--- src/rtl/iob_rr_arbiter_if.sv ---
// IOb bus bundle between N masters, the round-robin arbiter and one slave.
// The arbiter uses the slave modport; the environment (masters + peripheral) uses master.
interface iob_rr_arbiter_if #(
  parameter int N_MASTERS = 2,
  parameter int ADDR_W    = 32,
  parameter int DATA_W    = 32
);
  logic [N_MASTERS-1:0]          m_valid_i;
  logic [N_MASTERS*ADDR_W-1:0]   m_addr_i;
  logic [N_MASTERS*DATA_W-1:0]   m_wdata_i;
  logic [N_MASTERS*DATA_W/8-1:0] m_wstrb_i;
  logic [N_MASTERS-1:0]          m_ready_o;
  logic [N_MASTERS-1:0]          m_rvalid_o;
  logic [DATA_W-1:0]             m_rdata_o;
  logic                          s_valid_o;
  logic [ADDR_W-1:0]             s_addr_o;
  logic [DATA_W-1:0]             s_wdata_o;
  logic [DATA_W/8-1:0]           s_wstrb_o;
  logic                          s_ready_i;
  logic                          s_rvalid_i;
  logic [DATA_W-1:0]             s_rdata_i;

  modport slave (
    input  m_valid_i, m_addr_i, m_wdata_i, m_wstrb_i, s_ready_i, s_rvalid_i, s_rdata_i,
    output m_ready_o, m_rvalid_o, m_rdata_o, s_valid_o, s_addr_o, s_wdata_o, s_wstrb_o
  );

  modport master (
    output m_valid_i, m_addr_i, m_wdata_i, m_wstrb_i, s_ready_i, s_rvalid_i, s_rdata_i,
    input  m_ready_o, m_rvalid_o, m_rdata_o, s_valid_o, s_addr_o, s_wdata_o, s_wstrb_o
  );
endinterface

--- src/rtl/iob_rr_arbiter.sv ---
// Round-robin arbiter sharing one IOb slave among N_MASTERS masters.
// One transaction in flight; a read holds its grant until the response returns.
module iob_rr_arbiter #(
  parameter int N_MASTERS = 2,
  parameter int ADDR_W    = 32,
  parameter int DATA_W    = 32
) (
  input  logic                         clk_i,
  input  logic                         arst_n_i,
  input  logic                         cke_i,
  iob_rr_arbiter_if.slave              bus,
  output logic [$clog2(N_MASTERS)-1:0] grant_o,
  output logic                         busy_o
);
  localparam int GW     = $clog2(N_MASTERS);
  localparam int STRB_W = DATA_W / 8;

  typedef enum logic [1:0] {IDLE, ACCESS, RESP} state_t;

  state_t          state_q, state_d;
  logic [GW-1:0]   g_q, g_d;
  logic [GW-1:0]   ptr_q, ptr_d;

  logic            pick_found;
  logic [GW-1:0]   pick_idx;
  logic [GW-1:0]   cand;

  logic [ADDR_W-1:0] sel_addr;
  logic [DATA_W-1:0] sel_wdata;
  logic [STRB_W-1:0] sel_wstrb;

  assign sel_addr  = bus.m_addr_i[int'(g_q)*ADDR_W +: ADDR_W];
  assign sel_wdata = bus.m_wdata_i[int'(g_q)*DATA_W +: DATA_W];
  assign sel_wstrb = bus.m_wstrb_i[int'(g_q)*STRB_W +: STRB_W];

  assign bus.m_rdata_o = bus.s_rdata_i;
  assign grant_o       = g_q;
  assign busy_o        = (state_q != IDLE);

  // First requester after the last-served master, wrapping modulo N_MASTERS.
  always_comb begin
    pick_found = 1'b0;
    pick_idx   = '0;
    cand       = '0;
    for (int k = 1; k <= N_MASTERS; k++) begin
      cand = GW'((int'(ptr_q) + k) % N_MASTERS);
      if (!pick_found && bus.m_valid_i[cand]) begin
        pick_found = 1'b1;
        pick_idx   = cand;
      end
    end
  end

  always_comb begin
    state_d        = state_q;
    g_d            = g_q;
    ptr_d          = ptr_q;
    bus.m_ready_o  = '0;
    bus.m_rvalid_o = '0;
    bus.s_valid_o  = 1'b0;
    bus.s_addr_o   = '0;
    bus.s_wdata_o  = '0;
    bus.s_wstrb_o  = '0;

    unique case (state_q)
      IDLE: begin
        if (pick_found) begin
          g_d     = pick_idx;
          state_d = ACCESS;
        end
      end

      ACCESS: begin
        bus.s_valid_o      = bus.m_valid_i[g_q];
        bus.s_addr_o       = sel_addr;
        bus.s_wdata_o      = sel_wdata;
        bus.s_wstrb_o      = sel_wstrb;
        bus.m_ready_o[g_q] = bus.s_ready_i;
        // A master withdrawing its request abandons the slot without moving priority.
        if (!bus.m_valid_i[g_q]) begin
          state_d = IDLE;
        end else if (bus.s_ready_i) begin
          if (sel_wstrb != '0) begin
            ptr_d   = g_q;
            state_d = IDLE;
          end else if (bus.s_rvalid_i) begin
            bus.m_rvalid_o[g_q] = 1'b1;
            ptr_d               = g_q;
            state_d             = IDLE;
          end else begin
            state_d = RESP;
          end
        end
      end

      RESP: begin
        bus.m_rvalid_o[g_q] = bus.s_rvalid_i;
        if (bus.s_rvalid_i) begin
          ptr_d   = g_q;
          state_d = IDLE;
        end
      end

      default: state_d = IDLE;
    endcase
  end

  // Pointer resets to the last master so master 0 wins the first arbitration.
  always_ff @(posedge clk_i or negedge arst_n_i) begin
    if (!arst_n_i) begin
      state_q <= IDLE;
      g_q     <= '0;
      ptr_q   <= GW'(N_MASTERS - 1);
    end else if (cke_i) begin
      state_q <= state_d;
      g_q     <= g_d;
      ptr_q   <= ptr_d;
    end
  end
endmodule

--- src/flat_wrapper.sv ---
// flat-port wrapper written by rule: the top's interface ports become plain ports
module iob_rr_arbiter_flat 
#(
  parameter int N_MASTERS = 2,
  parameter int ADDR_W    = 32,
  parameter int DATA_W    = 32
)
  (clk_i, arst_n_i, cke_i, grant_o, busy_o, bus_m_valid_i, bus_m_addr_i, bus_m_wdata_i, bus_m_wstrb_i, bus_s_ready_i, bus_s_rvalid_i, bus_s_rdata_i, bus_m_ready_o, bus_m_rvalid_o, bus_m_rdata_o, bus_s_valid_o, bus_s_addr_o, bus_s_wdata_o, bus_s_wstrb_o);
  iob_rr_arbiter_if #(.N_MASTERS(N_MASTERS), .ADDR_W(ADDR_W), .DATA_W(DATA_W)) bus_i ();
  input  logic clk_i;
  input  logic arst_n_i;
  input  logic cke_i;
  output logic [$clog2(N_MASTERS)-1:0] grant_o;
  output logic busy_o;
  input wire logic [$bits(bus_i.m_valid_i)-1:0] bus_m_valid_i;
  input wire logic [$bits(bus_i.m_addr_i)-1:0] bus_m_addr_i;
  input wire logic [$bits(bus_i.m_wdata_i)-1:0] bus_m_wdata_i;
  input wire logic [$bits(bus_i.m_wstrb_i)-1:0] bus_m_wstrb_i;
  input wire logic [$bits(bus_i.s_ready_i)-1:0] bus_s_ready_i;
  input wire logic [$bits(bus_i.s_rvalid_i)-1:0] bus_s_rvalid_i;
  input wire logic [$bits(bus_i.s_rdata_i)-1:0] bus_s_rdata_i;
  output wire logic [$bits(bus_i.m_ready_o)-1:0] bus_m_ready_o;
  output wire logic [$bits(bus_i.m_rvalid_o)-1:0] bus_m_rvalid_o;
  output wire logic [$bits(bus_i.m_rdata_o)-1:0] bus_m_rdata_o;
  output wire logic [$bits(bus_i.s_valid_o)-1:0] bus_s_valid_o;
  output wire logic [$bits(bus_i.s_addr_o)-1:0] bus_s_addr_o;
  output wire logic [$bits(bus_i.s_wdata_o)-1:0] bus_s_wdata_o;
  output wire logic [$bits(bus_i.s_wstrb_o)-1:0] bus_s_wstrb_o;
  assign bus_i.m_valid_i = bus_m_valid_i;
  assign bus_i.m_addr_i = bus_m_addr_i;
  assign bus_i.m_wdata_i = bus_m_wdata_i;
  assign bus_i.m_wstrb_i = bus_m_wstrb_i;
  assign bus_i.s_ready_i = bus_s_ready_i;
  assign bus_i.s_rvalid_i = bus_s_rvalid_i;
  assign bus_i.s_rdata_i = bus_s_rdata_i;
  assign bus_m_ready_o = bus_i.m_ready_o;
  assign bus_m_rvalid_o = bus_i.m_rvalid_o;
  assign bus_m_rdata_o = bus_i.m_rdata_o;
  assign bus_s_valid_o = bus_i.s_valid_o;
  assign bus_s_addr_o = bus_i.s_addr_o;
  assign bus_s_wdata_o = bus_i.s_wdata_o;
  assign bus_s_wstrb_o = bus_i.s_wstrb_o;
  iob_rr_arbiter #(.N_MASTERS(N_MASTERS), .ADDR_W(ADDR_W), .DATA_W(DATA_W)) u_core (.clk_i(clk_i), .arst_n_i(arst_n_i), .cke_i(cke_i), .bus(bus_i), .grant_o(grant_o), .busy_o(busy_o));
endmodule
--- config.mk ---
export PLATFORM = sky130hd
export DESIGN_NAME = iob_rr_arbiter_flat
export DESIGN_NICKNAME = d
export VERILOG_FILES = /design/src/rtl/iob_rr_arbiter_if.sv /design/src/rtl/iob_rr_arbiter.sv /design/src/flat_wrapper.sv
export SDC_FILE = /design/constraint.sdc
export NUM_CORES = 1
export LEC_CHECK = 0
export BUFFER_PORTS_ARGS = -buffer_cell sky130_fd_sc_hd__clkbuf_2
export CORE_AREA = 2 2 110 112
export DETAILED_ROUTE_END_ITERATION = 7
export DIE_AREA = 0 0 112 114
export GPL_TIMING_DRIVEN = 0
export HOLD_SLACK_MARGIN = 0.15
export PLACE_DENSITY = 0.51
export SYNTH_ARGS = -nofsm -noshare
export SYNTH_HDL_FRONTEND = slang
export SYNTH_SLANG_ARGS = --single-unit
--- constraint.sdc ---
create_clock -name clk_i -period 1.8 [get_ports clk_i]
set_input_delay 0.27 -clock clk_i [delete_from_list [all_inputs] [get_ports clk_i]]
set_output_delay 0.27 -clock clk_i [all_outputs]
set_load 0.005 [all_outputs]
==> flow_summary.ini, run 1 <==
[setup_path]
slowest_stage = or4_1
worstPathRequired_ns = 1.53
critPathMaxFanout = 2
critPathTopFamily = simple AND/OR/NAND/NOR gates
critical_path_buf_inv_count = 2
worstPathCellList = clkbuf_2, or4_1, mux2i_4, a31oi_4, nor3b_2, buf_2
worst_path_largest_cell_delay_ns = 0.59
criticalPathCategory = in2out
end_kind = output port
startpoint_type = input pin
critPathArrivalTime_ns = 1.59

[placed_design]
dp_hpwl_um = 6597
portBuffers = 249
place_ws_ns = -0.4913
place.gp.congestion = 0.7286

[floorplanning]
dieArea_sq_um = 12770
rows = 40
die_y_um = 114
core-area_sq_um = 11710
ios = 282
die_w_um = 112
start_util_pct = 15.27

[layout]
nets = 665
fin_util_pct = 29.77
synthToLayoutAreaGrowth_pct = 94.96
n_fill_cell = 1288
antennaDiodeCount = 0
layout-drive-gt1-share_pct = 65.84

[synth]
syn-num-nets = 405
synthMuxAreaShare_pct = 39.75
synth_seq_cells = 4
synth_cell_type_count = 29
synth_area_sq_um = 1788
synth_area_per_cell_sq_um = 7.876
synth-compound-area-share_pct = 3.989
yosysSeqAreaShare_pct = 5.668
syn_inst = 227
yosys.area_share.simple_pct = 29.88
ys_warn_count = 0
synth_top_family_by_area = multiplexers
synth_xor_area_share_pct = 0
synthAdderAreaFrac_pct = 2.099
synth_top_area_share_pct = 39.75
synthTopCellsByArea = mux2i_1 (40%), nor2b_1 (24%), buf_4 (13%), dfrtp_1 (4.2%), buf_2 (2.2%)
yosysTopAreaCell = mux2i_1

[timing]
rsz0062_at_grt = true
drv_slew = 0
finalSetupTns_ns = -0.07194
finClkSkew_ns = 0.007620
fin_crit_sh_pct = 103.2
hold_violations = 0
clock.fmax_mhz = 538.4
final.setup.worst_slack_ns = -0.05750
layout_min_cycle_time_ns = 1.857
worst_pin_slew_ns = 0.4818
setup-violations-final = 2
slew_headroom_pct = 67.54

[routing]
highest_layer = met4
ant_nets = 0
postRouteWirelength_um = 7558
met2_wirelength_um = 4047
vias = 2485
post-route-drc-count = 0
wire_per_inst_um = 11.94
dr.pass1.iters = 4
vias_per_cell = 3.926
first_iter_violations = 31
dr_wl_met3_um = 610
met1Wirelength_um = 2882

[pwr]
ir_drop_uv = 442.7
p_per_area_nw_per_um2 = 1117
p_total_mw = 3.894
p_leak_nw = 2.114

[job]
drv_cap = 0

[global_route]
grt_max_degree = 11
grtUsageTotal_pct = 10.23
grt_pass1_wl_um = 10750
grt_pass1_vias = 2243
grt_overflow = 0
antenna_found_initial = 0

[clock_tree]
cts_buffers = 3
cts_tree = built
clock-sinks = 4
clockBufferDepth = 2
clock_latency_ns = 0.23
path_clk_slew_ns = 0.03
cts_root_buffer = clkbuf_16
htreeDepth = 1

[status]
failed_checks = negative setup slack
status = complete, but fails checks

[min_path]
min_path_type = in2reg
-- registers in the layout, indices dropped and copies added (netlist names) --
register,count
u_core.ptr_q,1
u_core.grant_o,1
u_core.state_q,2
-- path summary, 6_finish.rpt --
kind | from | end | slack, ns | cells after the start
max reg2reg | u_core.state_q[0] | u_core.ptr_q | 0.08 | 6
min in group asynchronous | arst_n_i | u_core.grant_o | 0.39 | 2
max in group asynchronous | arst_n_i | u_core.ptr_q | 1.20 | 2
min reg2reg | u_core.ptr_q | u_core.ptr_q | 0.55 | 1
max | bus_m_wstrb_i[0] | bus_m_rvalid_o[1] | -0.06 | 6
min | bus_m_valid_i[0] | u_core.grant_o | 0.29 | 2
-- kinds of logic after synthesis --
family                     Yosys count
muxes                               71
DFF                                  4
buffers and inverters               54
adders and majority gates            3
AOI/OAI and AO/OA                    9
and+or+nand+nor                     86
-- Yosys cell counts (all sizes together) --
library cell / instances
a211oi: 1
a31oi: 2
a41oi: 1
and2b: 1
and3: 1
buf: 40
clkbuf: 9
dfrtp: 3
dfstp: 1
ha: 3
inv: 5
mux2i: 71
nand2: 2
nand2b: 1
nand3b: 1
nor2: 5
nor2b: 68
nor3: 2
nor3b: 2
nor4: 1
o21a: 1
o21ai: 1
o22a: 1
o32a: 1
o41a: 1
or4: 2
-- final cells by class --
cell class,instances,area (sq um),share of cell area [%]
buffer,48,386.6,11.09
tap,147,183.9,5.276
sequential,4,102.6,2.943
timing repair buffer,256,1301,37.33
inverter,5,18.77,0.5384
clock buffer,4,78.83,2.261
multi-input combinational,169,1414,40.56
-- cell usage in the layout (no fill, tap or decap), drive strengths merged --
cell type	synthesis	final
o32a	1	1
o21ai	1	1
mux2i	71	71
o41a	1	1
a41oi	1	1
dfstp	1	1
dlygate4sd3	0	1
a211oi	1	1
nor3	2	2
nor3b	2	2
inv	5	5
clkbuf	9	256
or4	2	2
o21a	1	1
o22a	1	1
and2b	1	1
nand2b	1	1
nand3b	1	1
a31oi	2	2
nand2	2	2
nor2	5	5
dfrtp	3	3
and3	1	1
nor4	1	1
buf	40	51
ha	3	3
nor2b	68	68
-- where the power goes --
part / internal [mW] / leakage [nW] / total (mW) / switching [mW]
Sequential: 0.131 / 0.0463 / 0.181 / 0.0492
Combinational: 1.83 / 2.03 / 3.35 / 1.52
Clock: 0.293 / 0.0382 / 0.364 / 0.0706
-- timing repair --
| item | in CTS | in global routing |
|---|---|---|
| gates resized for setup | 40 | 10 |
| endpoints found under the setup margin | 76 | 73 |
| pin swaps | 2 | 2 |
| buffers inserted | 4 | 1 |
| hold buffers | 1 | 0 |
| gates cloned | 1 | 0 |
| endpoints found under the hold margin | 4 | 0 |
-- routing by layer --
| layer | up-vias | GRT usage (%) |
|---|---|---|
| met5 | - | 0 |
| met4 | 0 | 1.463 |
| met3 | 2 | 1.753 |
| met2 | 130 | 19.72 |
| met1 | 1100 | 12.12 |
| li1 | 1253 | - |
-- per-stage QoR --
stage | hold slack, ns | area [sq um] | std cells
floorplan | -0.02559 | 1788 | 227
global placement | 0.07762 | 3218 | 623
detailed placement | 0.08073 | 3218 | 623
CTS | 0.2905 | 3477 | 633
global route | 0.3046 | 3486 | 633
finish | 0.2853 | 3486 | 633
Power figures use the tool's default switching activity.
==> run 2, diff against run 1 <==
CORE_AREA = 2 2 109 111   (was 2 2 110 112)
DIE_AREA = 0 0 111 113   (was 0 0 112 114)
PLACE_DENSITY = 0.52   (was 0.51)
==> run 2 against run 1 <==
  * Worst setup slack improved by 0.027 ns
  * Clock skew decreased by 0.0061 ns
  * Sequential power down 12%
  * Routed wire length up 0.58%
  * Power increased by 4.5%
  * Fmax up 1.5%
  * Via count is 4.1% higher
  * Sequential cell count is the same
  * Core utilization is 2.0 points higher
  * The run still ends with negative setup slack left
==> flow_summary.ini, run 2 (same netlist as run 1, synthesis figures left out) <==
[global_route]
grt_overflow = 0
grtUsageTotal_pct = 10.96
grt_pass1_vias = 2458
grt_pass1_wl_um = 11270
grt_max_degree = 11
antenna_found_initial = 0

[timing]
drv_slew = 0
final.setup.worst_slack_ns = -0.03078
setup-violations-final = 3
finClkSkew_ns = 0.001508
rsz0062_at_grt = true
fin_crit_sh_pct = 101.7
hold_violations = 0
finalSetupTns_ns = -0.06918
layout_min_cycle_time_ns = 1.831
clock.fmax_mhz = 546.2
worst_pin_slew_ns = 0.3390
slew_headroom_pct = 77.25

[placed_design]
dp.cells = 619
portBuffers = 249
place_ws_ns = -0.5009
place.gp.congestion = 0.8400
dp_hpwl_um = 6512

[routing]
postRouteWirelength_um = 7602
vias_per_cell = 4.066
ant_nets = 0
dr.pass1.iters = 4
post-route-drc-count = 0
vias = 2586
wire_per_inst_um = 11.95
first_iter_violations = 31

[layout]
synthToLayoutAreaGrowth_pct = 100.0
final_cell_mix = clkbuf_2 (249), mux2i_1 (67), nor2b_1 (66)
antennaDiodeCount = 0
layout.cells.non_filler = 636
largest-register = u_core.state_q
nets = 672
n_fill_cell = 1189
largest_register_ffs = 2
layout_commonest_cell = clkbuf_2
layout-drive-gt1-share_pct = 66.13

[clock_tree]
path_clk_slew_ns = 0.03
clock-sinks = 4
cts_root_buffer = clkbuf_16
htreeDepth = 1
clock_latency_ns = 0.23
clockBufferDepth = 2
cts_buffers = 3
cts_tree = built

[setup_path]
r2r_setup_slack_ns = 0.08
slowest_stage = dfrtp_1
critPathArrivalTime_ns = 1.56
worstReg2RegStart = u_core.grant_o
r2r_cells = 10
critPathMaxFanout = 4
worst_path_largest_cell_delay_ns = 0.38
timing.rr.end = u_core.state_q[1]
end_kind = output port
startpoint_type = flip-flop
worstPathCellList = buf_6, mux2i_4, and2b_1, a31oi_2, nor3b_2, buf_2
worstPathRequired_ns = 1.53
criticalPathCategory = reg2out

[floorplanning]
dieArea_sq_um = 12540
die_y_um = 113
die_w_um = 111
rows = 39
core-area_sq_um = 11270
start_util_pct = 15.86
ios = 282

[status]
failed_checks = negative setup slack
status = complete, but fails checks

[pwr]
p_leak_nw = 2.174
ir_drop_uv = 390.5
p_per_area_nw_per_um2 = 1138

[min_path]
min_path_cells = 2
hold_end = u_core.grant_o
min_path_type = in2reg
hp-start = cke_i

[job]
drv_cap = 0
==> run 2: cell types whose count changed in the layout (fill, tap and decap cells not counted), moves of 2 or more <==
cell,before,now
buf_6,4,6
nor2b_1,68,66
clkbuf_4,3,0
buf_4,38,43
==> run 2: worst max path at each step <==
stage | start | endpoint
2_1_floorplan | u_core.state_q[1] | bus_m_rvalid_o[0]
3_3_place_gp | u_core.state_q[1] | bus_m_ready_o[1]
3_5_place_dp | u_core.state_q[1] | bus_m_ready_o[1]
4_1_cts | u_core.state_q[1] | bus_m_rvalid_o[0]
5_1_grt | u_core.state_q[1] | bus_m_rvalid_o[0]
6_report | u_core.grant_o | bus_m_rvalid_o[1]
==> run 2: final cells by class <==
class / count / area, sq um / area share (%)
Multi-Input combinational cell: 169 / 1419 / 39.68
Inverter: 5 / 18.77 / 0.5248
Timing Repair Buffer: 262 / 1353 / 37.82
Clock buffer: 4 / 78.83 / 2.204
Buffer: 49 / 426.7 / 11.93
Sequential cell: 4 / 101.3 / 2.834
Tap cell: 143 / 178.9 / 5.004
==> run 2: what timing repair did <==
| action | in CTS | in global routing |
|---|---|---|
| hold buffers | 1 | 0 |
| endpoints found under the hold margin | 4 | 0 |
| buffers inserted | 10 | 1 |
| pin swaps | 3 | 0 |
| resized for setup | 39 | 19 |
| cloned | 1 | 0 |
| setup endpoints to repair | 76 | 58 |
==> run 2: through the flow <==
step / util, % / hold slack (ns) / cell area (sq um) / power, mW
2_1_floorplan: - / -0.02559 / 1788 / 2.038
3_3_place_gp: 28.50 / 0.08918 / 3213 / 3.232
3_5_place_dp: 28.50 / 0.09191 / 3213 / 3.261
4_1_cts: 31.24 / 0.2968 / 3521 / 4.023
5_1_grt: 31.72 / 0.3272 / 3576 / 4.424
6_report: 31.72 / 0.2978 / 3576 / 4.071
==> run 2: critical path, delay by kind of cell (launching register included) <==
kind            cells  cell delay, ns
buf+inv             2            0.27
simple gates        2            0.39
flops               1            0.38
compound gates      1            0.11
mux                 1            0.18
==> run 2: layer usage <==
layer / global-route usage (%) / wire (um) / share of wire (%) / vias up
met4: 3.167 / 76 / 1.0 / 0
met5: 0 / 0 / 0 / -
met2: 23.03 / 4273 / 56 / 162
met3: 1.714 / 632 / 8.3 / 6
met1: 10.94 / 2620 / 34 / 1147
li1: - / - / - / 1271
==> run 2: power breakdown <==
part	switching [mW]	leakage [nW]	internal (mW)	total, mW
clock network	0.0732	0.0382	0.293	0.367
registers	0.0303	0.0471	0.129	0.159
logic	1.56	2.09	1.98	3.54
==> run 3, diff against run 2 <==
--- a/config.mk
+++ b/config.mk
@@ -6,11 +6,12 @@
 export NUM_CORES = 1
 export LEC_CHECK = 0
+export ABC_AREA = 1
 export BUFFER_PORTS_ARGS = -buffer_cell sky130_fd_sc_hd__clkbuf_2
-export CORE_AREA = 2 2 109 111
+export CORE_AREA = 2 2 111 113
 export DETAILED_ROUTE_END_ITERATION = 7
-export DIE_AREA = 0 0 111 113
+export DIE_AREA = 0 0 113 115
 export GPL_TIMING_DRIVEN = 0
 export HOLD_SLACK_MARGIN = 0.15
-export PLACE_DENSITY = 0.52
+export PLACE_DENSITY = 0.48
 export SYNTH_ARGS = -nofsm -noshare
 export SYNTH_HDL_FRONTEND = slang
==> constraint.sdc (replaced) <==
create_clock -name clk_i -period 1.8 [get_ports clk_i]
set_input_delay 0.27 -clock clk_i [delete_from_list [all_inputs] [get_ports clk_i]]
set_output_delay 0.27 -clock clk_i [all_outputs]
set_load 0.02 [all_outputs]
==> run 3 against run 2 <==
  * The run ends with design-rule violations, negative setup slack left
  * Fmax fell by 2.7%
  * Power rose by 22%
  * Via count rose by 15%
  * Cell area fell by 4.2%
  * Sequential share of layout area rose by 0.13 points
  * First-iteration DRC count rose to 3.9 times the previous value
  * Core utilization fell by 2.7 points
  * Synthesized cell count rose by 40%
  * Critical path depth rose by 3
  * Routed wire length rose by 17%
  * Worst setup slack got worse by 0.051 ns
  * Count of clock-buffer cells in the layout did not move
  * Critical path type unchanged
  * Largest cell class unchanged
  * Highest routed layer unchanged
==> flow_summary.ini, run 3 <==
[timing]
rsz0062_at_grt = true
whs_ns = 0.3261
clock.fmax_mhz = 531.4
finalSetupTns_ns = -0.7311
final.setup.worst_slack_ns = -0.08191
drv_slew = 0
slew_headroom_pct = 84.23
layout_min_cycle_time_ns = 1.882
worst_pin_slew_ns = 0.2366
setup-violations-final = 35
hold_violations = 0
finClkSkew_ns = 0.002060
fin_crit_sh_pct = 104.6

[clock_tree]
cts_buffers = 3
clockBufferDepth = 2
clock-sinks = 4
cts_root_buffer = clkbuf_16
cts_tree = built
htreeDepth = 1
clock_latency_ns = 0.22
path_clk_slew_ns = 0.03

[global_route]
grt_max_degree = 11
grtUsageTotal_pct = 11.64
antenna_found_initial = 0
grt_pass1_vias = 2643
grt_pass1_wl_um = 12410
grt_overflow = 0

[layout]
layout_commonest_cell = clkbuf_2
final_area_sq_um = 3425
n_fill_cell = 1332
largest-register = u_core.state_q
final_cell_mix = clkbuf_2 (205), nand2_1 (143), a21oi_1 (64), buf_4 (64), clkbuf_4 (21)
antennaDiodeCount = 0
synthToLayoutAreaGrowth_pct = 115.3
largest_register_ffs = 2
fin_util_pct = 28.99
layout.cells.non_filler = 723
nets = 755
layout-drive-gt1-share_pct = 58.33

[setup_path]
worst_path_largest_cell_delay_ns = 0.40
path_common_cell = nand2_2
criticalPathCategory = reg2out
end_kind = output port
startpoint_type = flip-flop
critPathArrivalTime_ns = 1.61
slowest_stage = dfrtp_1
critPathMaxFanout = 5
worstPathRequired_ns = 1.53
worstPathCellList = buf_6, nand2_1, nand2_4, nor2_4, nand2_2, nand2_2, nand3b_1, nor2_1, buf_4

[placed_design]
place_ws_ns = -0.1288
portBuffers = 249
dp.cells = 713
dp_hpwl_um = 7560
place.gp.congestion = 0.7657
postPlaceCellArea_sq_um = 3020

[synth]
synth_seq_cells = 4
synth_area_per_cell_sq_um = 5.017
yosysSeqAreaShare_pct = 6.373
synthMostInstantiatedCell = nand2_1
yosysTopAreaCell = nand2_1
syn-num-nets = 495
async_flop_share_pct = 100.0
ys_top_cells_by_count = nand2_1 (152), a21oi_1 (70), buf_4 (38)
synth_area_sq_um = 1590
synthTopCellsByArea = nand2_1 (36%), a21oi_1 (22%), buf_4 (18%), dfrtp_1 (4.7%), clkbuf_1 (2.8%)
syn_inst = 317
synth_edf_count = 0
ys.flop_type = dfrtp_1
ys_warn_count = 0
synth_cell_type_count = 22
synth_top_area_share_pct = 35.88

[pwr]
swShare_pct = 57.64
power.share.sequential_pct = 3.5
internal_power_mw = 2.095
p_sw_mw = 2.851
p_comb_share_pct = 89.3
p_clk_share_pct = 7.2
ir_drop_uv = 560.9
p_per_area_nw_per_um2 = 1444
p_leak_nw = 2.037
p_total_mw = 4.946

[routing]
ant_nets = 0
postRouteWirelength_um = 8863
wire_per_inst_um = 12.26
vias_per_cell = 4.111
dr.pass1.iters = 6
post-route-drc-count = 20
first_iter_violations = 122
vias = 2972

[status]
status = complete, but fails checks
failed_checks = design-rule violations, negative setup slack

[floorplanning]
ios = 282
rows = 40
die_w_um = 113
start_util_pct = 13.46
dieArea_sq_um = 13000
core-area_sq_um = 11810
die_y_um = 115

[job]
drv_cap = 0

[min_path]
min_path_type = in2reg
-- run 3: cell types whose count changed after synthesis, moves of 3 or more --
cell	before	now
nand2_1	2	152
a21oi_1	0	70
buf_2	8	3
o21ai_0	1	5
nor2b_1	68	0
mux2i_1	71	1
buf_4	32	38
inv_1	5	8
nand3_1	0	5
clkbuf_1	9	12
-- run 3: power by group through the flow --
stage	registers (mW)	clock network, mW	logic, mW
2_1_floorplan	0.170	0	2.48
3_3_place_gp	0.162	0	3.82
3_5_place_dp	0.163	0	3.84
4_1_cts	0.168	0.362	4.15
5_1_grt	0.178	0.370	4.79
6_report	0.172	0.355	4.42
-- run 3: path summary, 6_finish.rpt --
check / from / to / slack (ns) / depth (start not counted)
max in group asynchronous: arst_n_i / u_core.ptr_q / 1.19 / 2
min reg2reg: u_core.ptr_q / u_core.ptr_q / 0.49 / 2
max reg2reg: u_core.grant_o / u_core.state_q[1] / 0.46 / 7
min in group asynchronous: arst_n_i / u_core.grant_o / 0.39 / 2
max: u_core.grant_o / bus_m_rvalid_o[0] / -0.08 / 9
min: bus_m_valid_i[1] / u_core.grant_o / 0.33 / 3
-- run 3: what timing repair did --
action,in CTS,in global routing
endpoints found under the hold margin,4,0
buffers inserted,1,4
resized for setup,59,80
pin swaps,0,6
gates cloned,0,1
endpoints found under the setup margin,72,65
hold buffers,1,0
-- run 3: layout make-up --
type / instances / area (sq um) / area share [%]
buffer: 53 / 429.2 / 12.53
clock buffer: 4 / 78.83 / 2.302
inverter: 10 / 52.55 / 1.535
multi-input combinational: 249 / 1177 / 34.38
sequential: 4 / 101.3 / 2.959
tap: 147 / 183.9 / 5.371
timing repair buffer: 256 / 1401 / 40.92
-- run 3: per-layer routing --
layer | vias up | part of all wire, % | global-route usage (%)
met2 | 160 | 52 | 22.36
met3 | 6 | 8.0 | 1.265
li1 | 1496 | - | -
met4 | 0 | 1.2 | 2.602
met5 | - | 0 | 0
met1 | 1310 | 39 | 13.90
-- run 3: worst max-delay path, delay by kind of cell (launching register included) --
kind                   cells  cell delay, ns
and+or+nand+nor            7            0.68
buffers and inverters      2            0.31
DFF                        1            0.40
-- run 3: logic make-up after synthesis --
family / Yosys count / synth area share [%]
compound gates: 75 / 23.60
fa+ha+maj: 3 / 2.361
buf+inv: 64 / 25.10
flops: 4 / 6.373
mux: 1 / 0.6295
simple gates: 170 / 41.94
